**src/rtl/esc_pkg.sv**
```systemverilog
// Shared types and default timing for the ESC frame scheduler.
// Speed is the 11-bit throttle word handed to the pulse generators.
package esc_pkg;

  typedef logic [10:0] speed_t;

  typedef enum logic [1:0] {
    DISARMED,
    ARMING,
    ARMED
  } esc_state_t;

  localparam int FRAME_CYCLES_DEF = 1048576;
  localparam int SLEW_MAX_DEF     = 64;
  localparam int ARM_FRAMES_DEF   = 64;

endpackage

```
**src/rtl/esc_slew.sv**
```systemverilog
// Per-motor slew limiter: moves cur toward tgt by at most SLEW_MAX.
// Result never leaves 0..2047 since a full step is only taken short of tgt.
module esc_slew
  import esc_pkg::*;
#(
  parameter int SLEW_MAX = SLEW_MAX_DEF
) (
  input  logic [10:0] cur,
  input  logic [10:0] tgt,
  output logic [10:0] nxt
);

  localparam logic [10:0] STEP = 11'(SLEW_MAX);

  logic signed [11:0] diff;
  logic signed [11:0] lim;

  always_comb begin
    diff = $signed({1'b0, tgt}) - $signed({1'b0, cur});
    lim  = $signed(12'(SLEW_MAX));
    nxt  = tgt;
    if (diff > lim) begin
      nxt = cur + STEP;
    end else if (diff < -lim) begin
      nxt = cur - STEP;
    end
  end

endmodule

```
**src/rtl/esc_frame_sched.sv**
```systemverilog
// Frame-paced ESC speed scheduler with arming sequence and slew limit.
// Speeds and the wrt latch strobe change together once per frame.
module esc_frame_sched
  import esc_pkg::*;
#(
  parameter int FRAME_CYCLES = FRAME_CYCLES_DEF,
  parameter int SLEW_MAX     = SLEW_MAX_DEF,
  parameter int ARM_FRAMES   = ARM_FRAMES_DEF
) (
  input  logic        clk,
  input  logic        rst,
  input  logic        spd_vld,
  input  logic [10:0] frnt_tgt,
  input  logic [10:0] bck_tgt,
  input  logic [10:0] lft_tgt,
  input  logic [10:0] rght_tgt,
  input  logic        arm_req,
  output logic [10:0] frnt_spd,
  output logic [10:0] bck_spd,
  output logic [10:0] lft_spd,
  output logic [10:0] rght_spd,
  output logic        wrt,
  output logic        armed
);

  localparam int CW = $clog2(FRAME_CYCLES);
  localparam int AW = $clog2(ARM_FRAMES + 1);

  logic [CW-1:0] cnt;
  logic          frame_tick;
  logic [AW-1:0] arm_cnt;
  logic          arm_clr;
  logic          arm_inc;

  esc_state_t state, state_nxt;

  speed_t tgt [4];
  speed_t sh  [4];
  speed_t cur [4];
  speed_t nxt [4];

  assign frame_tick = (cnt == CW'(FRAME_CYCLES - 1));

  always_comb begin
    tgt[0] = frnt_tgt;
    tgt[1] = bck_tgt;
    tgt[2] = lft_tgt;
    tgt[3] = rght_tgt;
  end

  assign frnt_spd = cur[0];
  assign bck_spd  = cur[1];
  assign lft_spd  = cur[2];
  assign rght_spd = cur[3];

  for (genvar g = 0; g < 4; g++) begin : g_slew
    esc_slew #(
      .SLEW_MAX(SLEW_MAX)
    ) u_slew (
      .cur(cur[g]),
      .tgt(sh[g]),
      .nxt(nxt[g])
    );
  end

  always_comb begin
    state_nxt = state;
    arm_clr   = 1'b0;
    arm_inc   = 1'b0;
    unique case (state)
      DISARMED: begin
        if (arm_req) begin
          state_nxt = ARMING;
          arm_clr   = 1'b1;
        end
      end
      ARMING: begin
        if (!arm_req) begin
          state_nxt = DISARMED;
        end else if (frame_tick) begin
          arm_inc = 1'b1;
          if (arm_cnt == AW'(ARM_FRAMES - 1)) begin
            state_nxt = ARMED;
          end
        end
      end
      ARMED: begin
        if (!arm_req) begin
          state_nxt = DISARMED;
        end
      end
      default: state_nxt = DISARMED;
    endcase
  end

  always_ff @(posedge clk or posedge rst) begin
    if (rst) begin
      state   <= DISARMED;
      cnt     <= '0;
      arm_cnt <= '0;
      wrt     <= 1'b0;
      armed   <= 1'b0;
    end else begin
      state <= state_nxt;
      cnt   <= frame_tick ? '0 : cnt + 1'b1;
      wrt   <= frame_tick;
      armed <= (state_nxt == ARMED);
      if (arm_clr) begin
        arm_cnt <= '0;
      end else if (arm_inc) begin
        arm_cnt <= arm_cnt + 1'b1;
      end
    end
  end

  // Leaving ARMED zeroes outputs immediately; slewing only runs inside ARMED.
  always_ff @(posedge clk or posedge rst) begin
    if (rst) begin
      for (int i = 0; i < 4; i++) begin
        sh[i]  <= '0;
        cur[i] <= '0;
      end
    end else begin
      for (int i = 0; i < 4; i++) begin
        if (spd_vld) begin
          sh[i] <= tgt[i];
        end
        if (state_nxt != ARMED) begin
          cur[i] <= '0;
        end else if (state == ARMED && frame_tick) begin
          cur[i] <= nxt[i];
        end
      end
    end
  end

endmodule

```
**config.mk**
```make
export PLATFORM = sky130hd
export DESIGN_NAME = esc_frame_sched
export DESIGN_NICKNAME = d
export VERILOG_FILES = /design/src/rtl/esc_pkg.sv /design/src/rtl/esc_slew.sv /design/src/rtl/esc_frame_sched.sv
export SDC_FILE = /design/constraint.sdc
export NUM_CORES = 1
export LEC_CHECK = 0
export ABC_AREA = 1
export CAP_MARGIN = 20
export CELL_PAD_IN_SITES_DETAIL_PLACEMENT = 1
export CELL_PAD_IN_SITES_GLOBAL_PLACEMENT = 1
export CORE_AREA = 2 2 151 153
export CTS_CLUSTER_DIAMETER = 60
export CTS_CLUSTER_SIZE = 16
export DETAILED_ROUTE_END_ITERATION = 10
export DIE_AREA = 0 0 153 155
export PLACE_DENSITY = 0.89
export SKIP_CTS_REPAIR_TIMING = 1
export SYNTH_ARGS = -nofsm -noshare
export SYNTH_HDL_FRONTEND = slang
export SYNTH_SLANG_ARGS = --single-unit
```
**constraint.sdc**
```tcl
create_clock -name clk -period 6.35 [get_ports clk]
set_clock_uncertainty 0.05 [all_clocks]
set_input_delay 1.905 -clock clk [delete_from_list [all_inputs] [get_ports clk]]
set_output_delay 1.905 -clock clk [all_outputs]
set_load 0.05 [all_outputs]
```
==> After elaboration in Yosys (flattened, before gate mapping) <==
Index checks and enable logic that the tools add are counted.
{ "classes": {"n_div": 0, "reduce_logical": 4, "n_eq_ne": 6, "add_sub_neg": 14, "order_cmp": 8, "mux": 30, "multipliers": 0, "bitwise_logic": 0, "shift": 0} }
{ "op_table": {"columns": ["cell", "count"], "rows": [
  ["2-to-1 mux 11 bit", 16],
  ["> comparator 12 x 8 -> 1 bit (second input constant)", 4],
  ["< comparator 12 x 7 -> 1 bit (second input constant)", 4],
  ["subtractor 11 x 11 -> 12 bit", 4],
  ["adder 11 x 7 -> 11 bit (second input constant)", 4],
  ["subtractor 11 x 7 -> 11 bit (second input constant)", 4],
  ["adder 20 x 1 -> 20 bit (second input constant)", 1],
  ["== test 20 bit (second input constant)", 1],
  ["2-to-1 mux 20 bit", 1],
  ["2-to-1 mux 7 bit", 2],
  ["2-to-1 mux 2 bit", 5],
  ["adder 7 x 1 -> 7 bit (second input constant)", 1],
  ["== test 7 x 6 -> 1 bit (second input constant)", 1],
  ["one-hot mux 2 bit (3 select lines)", 1],
  ["2-to-1 mux 1 bit", 5],
  ["== test 2 bit (second input constant)", 2],
  ["nonzero test 2 bit", 2],
  ["== test 2 x 1 -> 1 bit (second input constant)", 1],
  ["zero test 2 bit", 1],
  ["inequality test 2 bit (second input constant)", 1],
  ["logical AND 1 bit", 1]
]} }
{ "totals": {"mem_count": 0, "elab_cells": 75, "regBits": 119, "output_inout_bits": 46, "romBits": 0, "ram_bits": 0, "inputBits": 48, "latchBits": 0} }

==> Longest topological paths before layout <==
{ "logic_depth": {"ltp_word": 7, "mapped_depth": 19, "mapped_depth_nobuf": 19} }

==> Modules after synthesis <==
From an unflattened synthesis, not the netlist that was laid out.
{ "unflattened": {"cells_unflattened": 1477, "area_unflattened_um2": 9999.6} }
{ "modules_own_cells": {"columns": ["mod", "seq_area_each_um2", "area_per_inst_um2", "n_inst", "cells_each"], "rows": [
  ["esc_frame_sched", 2977.9, 5539.1, 1, 572],
  ["esc_slew at g_slew[1].u_slew ...", 0.0, 1128.6, 2, 226],
  ["esc_slew at g_slew[2].u_slew", 0.0, 1102.3, 1, 227],
  ["esc_slew at g_slew[0].u_slew", 0.0, 1101.1, 1, 226]
]} }

==> Worst setup path after synthesis <==
Ideal clock, no wire load.
{ "synth_path": {"path_kind": "input-to-reg", "start": "input port spd_vld", "end": "register sh[25] (netlist name)", "slack_ns": 3.307, "stages": 3, "required_time_ns": 6.175, "path_buffers": 2, "setup_ns": 0.125, "arrival_time_ns": 2.869, "path_cell_list": "clkbuf_1 > clkbuf_1 > mux2_2"} }
{ "synth_rtl": {"columns": ["element", "line", "text"], "rows": [
  ["start: declaration", "esc_frame_sched.sv:12", "input logic spd_vld,"],
  ["end signal: indexed assignment", "esc_frame_sched.sv:126", "sh[i] <= tgt[i];"],
  ["end: declaration", "esc_frame_sched.sv:38", "speed_t sh [4];"]
]} }
No word-level cell between the ends.

==> Final worst setup path <==
{ "layout_path": {"start": "register cur, in the netlist rght_spd[8]", "end": "output port rght_spd[8]"} }
{ "layout_rtl": {"columns": ["element", "line", "text"], "rows": [
  ["start: declaration", "esc_frame_sched.sv:39", "speed_t cur [4];"],
  ["start signal: indexed assignment", "esc_frame_sched.sv:131", "cur[i] <= nxt[i];"],
  ["end: declaration", "esc_frame_sched.sv:21", "output logic [10:0] rght_spd,"]
]} }
No word-level cell between the ends.

==> flow_summary.ini <==
[yosys]
netlist_instances = 1265
ys_ff_latch = 119
ys_warn_count = 0
ys_top_cells_by_area = dfrtp_1 34%, nand2_1 18%, nand3_1 9.7%
ys_types = 40
yosysTopAreaCell = dfrtp_1
yosysSeqAreaShare = 0.341
syn_area_per_cell_um2 = 6.91
synth_nets = 1371
syn_area_um2 = 8740
synth_top_area_frac = 0.341

[timing]
finalHoldViolCount = 0
tns_ns = 0
period_share = 0.601
post-route-min-period_ns = 3.82
clock.fmax_mhz = 262
maxSlewViolCount = 0
worst_slew_pin_slew_ns = 0.747
rsz0062_at_grt = no
setup_violations = 0
max_slew_margin = 0.499
hold_slack_ns = 0.424

[die]
fp.coreArea_um2 = 22200
rows = 55
dieArea_um2 = 23700
start_util = 0.393
die_h_um = 155
die-width_um = 153
ios = 94

[cells_and_area]
antennaDiodeCount = 0
multiInputGateArea_um2 = 4880
nFillCells = 2847
final_nets = 1468
layout_common_cells = 411 x nand2_1, 208 x inv_1, 169 x nand3_1, 119 x dfrtp_1, 92 x clkdlybuf4s50_1
area.growth.synth_to_final_pct = 21.7
final_cell_count_no_fill = 1660
register_area_um2 = 2980
finalInstanceArea_um2 = 10600
layout_commonest_cell = nand2_1
drive_gt1_frac = 0.0633

[placed_design]
dpl.cell_count = 1628
routabilityCongestion = 0.845
place_hpwl_mm = 20.3
portBuffers = 93
placed_cell_area_um2 = 9960

[critical_path]
crit_slowest_cell = clkdlybuf4s50_1
r2r_end = rght_spd[6]$_DFFE_PP0P_
cp.arrival_ns = 1.86
r2r-start = arm_cnt[0]$_DFFE_PP0P_
path_max_fanout = 7
worstPathRequired_ns = 4.39
timing.critical_path.buf_inv = 1
ff2ff_path_depth = 15
crit_type = register to output pin
cp_cell_sequence = clkdlybuf4s50_1
crit_path_end_kind = output pin
worst_path_dominant_cell_family = buffers and inverters
rrSetupSlack_ns = 3.14
startpoint_type = register
cp_slowest_stage_delay_ns = 0.93
cp.depth = 1

[route]
dr.first_iter.drc_count = 441
routedWlPerCell_um = 16.7
drt_pass1_iterations = 4
route.detailed.drc = 0
drt.antenna.violating_nets = 0
wl_mm = 27.8
vias = 8647
vias_per_cell = 5.21

[hold_path]
whs_endpoint = cnt[0]$_DFF_PP0_
whs_path_depth = 1
hp-start = cnt[0]$_DFF_PP0_
worstHoldPathType = register to register

[power]
p_sw_frac = 0.296
switching_power_mw = 0.712
vdd_drop_max_mv = 0.163
intPower_mw = 1.70
p_seq_frac = 0.336
power_leakage_nw = 5.59
combPwrFrac = 0.198
power.density_nw_per_um2 = 227
clkPwrFrac = 0.466

[clock_tree]
clkTransAtPathRegs_ns = 0.06
clkSinkCount = 119
cts_tree = built
htreeDepth = 4
cts_buffer_depth = 2
numCtsBuffers = 17
insertion_delay_ns = 0.43
root_buffer = clkbuf_16

[grt]
groute.usage.overall = 0.240
antenna_found_initial = 0
overflow = 0
grt_max_degree = 58
grt_pass1_wl_mm = 46.5
grt_pass1_vias = 9359

[status]
status = complete, no violations

[flow_run]
drv_cap = 0
synth_stat cells, drive strengths merged:
cell type and count:
xnor2 9, a21oi 31, nor2 93, o21bai 1, xor2 29, nand3 171, clkbuf 12, inv 213
a32o 1, nand4 23, and3 2, fa 4, o22ai 1, o21ai 34, a21o 2, a221oi 1
nor3 7, nor4 2, nand3b 5, ha 54, buf 6, o21a 1, and2 1, dfrtp 119
mux2 22, nor3b 1, nand2 420
state kept, by name (all words and copies together), names as in the netlist:
register and cells:
wrt 1, arm_cnt 7, armed 1, lft_spd 11, rght_spd 11, frnt_spd 11, state 2, bck_spd 11
cnt 20, sh 44
per-stage QoR:
| stage | utilization | setup slack, ns | total power, mW |
|---|---|---|---|
| floorplan | - | 1.24 | 1.15 |
| global placement | 0.448 | 2.39 | 1.27 |
| detailed placement | 0.448 | 2.30 | 1.29 |
| CTS | 0.478 | 2.54 | 2.42 |
| global route | 0.478 | 2.45 | 2.52 |
| finish | 0.478 | 2.53 | 2.41 |
cell families after synthesis:
family	Yosys count	synth area share
adder cells (fa/ha/maj)	58	0.0865
flip-flops	119	0.341
AO/OA/AOI/OAI	72	0.0444
multiplexers	22	0.0284
buffers and inverters	231	0.101
XOR/XNOR	38	0.0381
AND/OR/NAND/NOR	725	0.361
how the worst max path moves through the flow:
stage	from	to	slack [ns]
after floorplan	rst	arm_cnt[0]$_DFFE_PP0P_	1.24
after global placement	arm_req	bck_spd[9]$_DFFE_PP0P_	2.39
after detailed placement	arm_req	bck_spd[9]$_DFFE_PP0P_	2.30
after CTS	rght_spd[8]$_DFFE_PP0P_	rght_spd[8]	2.54
after global routing	arm_req	rght_spd[6]$_DFFE_PP0P_	2.45
final	rght_spd[8]$_DFFE_PP0P_	rght_spd[8]	2.53
layer usage:
| metal | routed length (um) | GRT usage | vias to the layer above |
|---|---|---|---|
| li1 | - | - | 4193 |
| met2 | 14200 | 0.438 | 157 |
| met1 | 12200 | 0.290 | 4256 |
| met4 | 535 | 0.0767 | 0 |
| met3 | 850 | 0.0396 | 41 |
| met5 | 0 | 0 | - |
power groups by stage:
stage               logic, mW  registers (mW)  clock network, mW
floorplan               0.342           0.813                  0
global placement        0.446           0.821                  0
detailed placement      0.469           0.823                  0
CTS                     0.479           0.810               1.13
global route            0.545           0.813               1.16
finish                  0.478           0.810               1.12
cell type report:
cell class                      count  area share
Clock buffer                       21      0.0452
Clock inverter                     11      0.0182
Inverter                          213      0.0754
Multi-Input combinational cell    915       0.458
Sequential cell                   119       0.280
Tap cell                          285      0.0335
Timing Repair Buffer               96      0.0892
No activity file was read; power rests on OpenSTA's default activity.
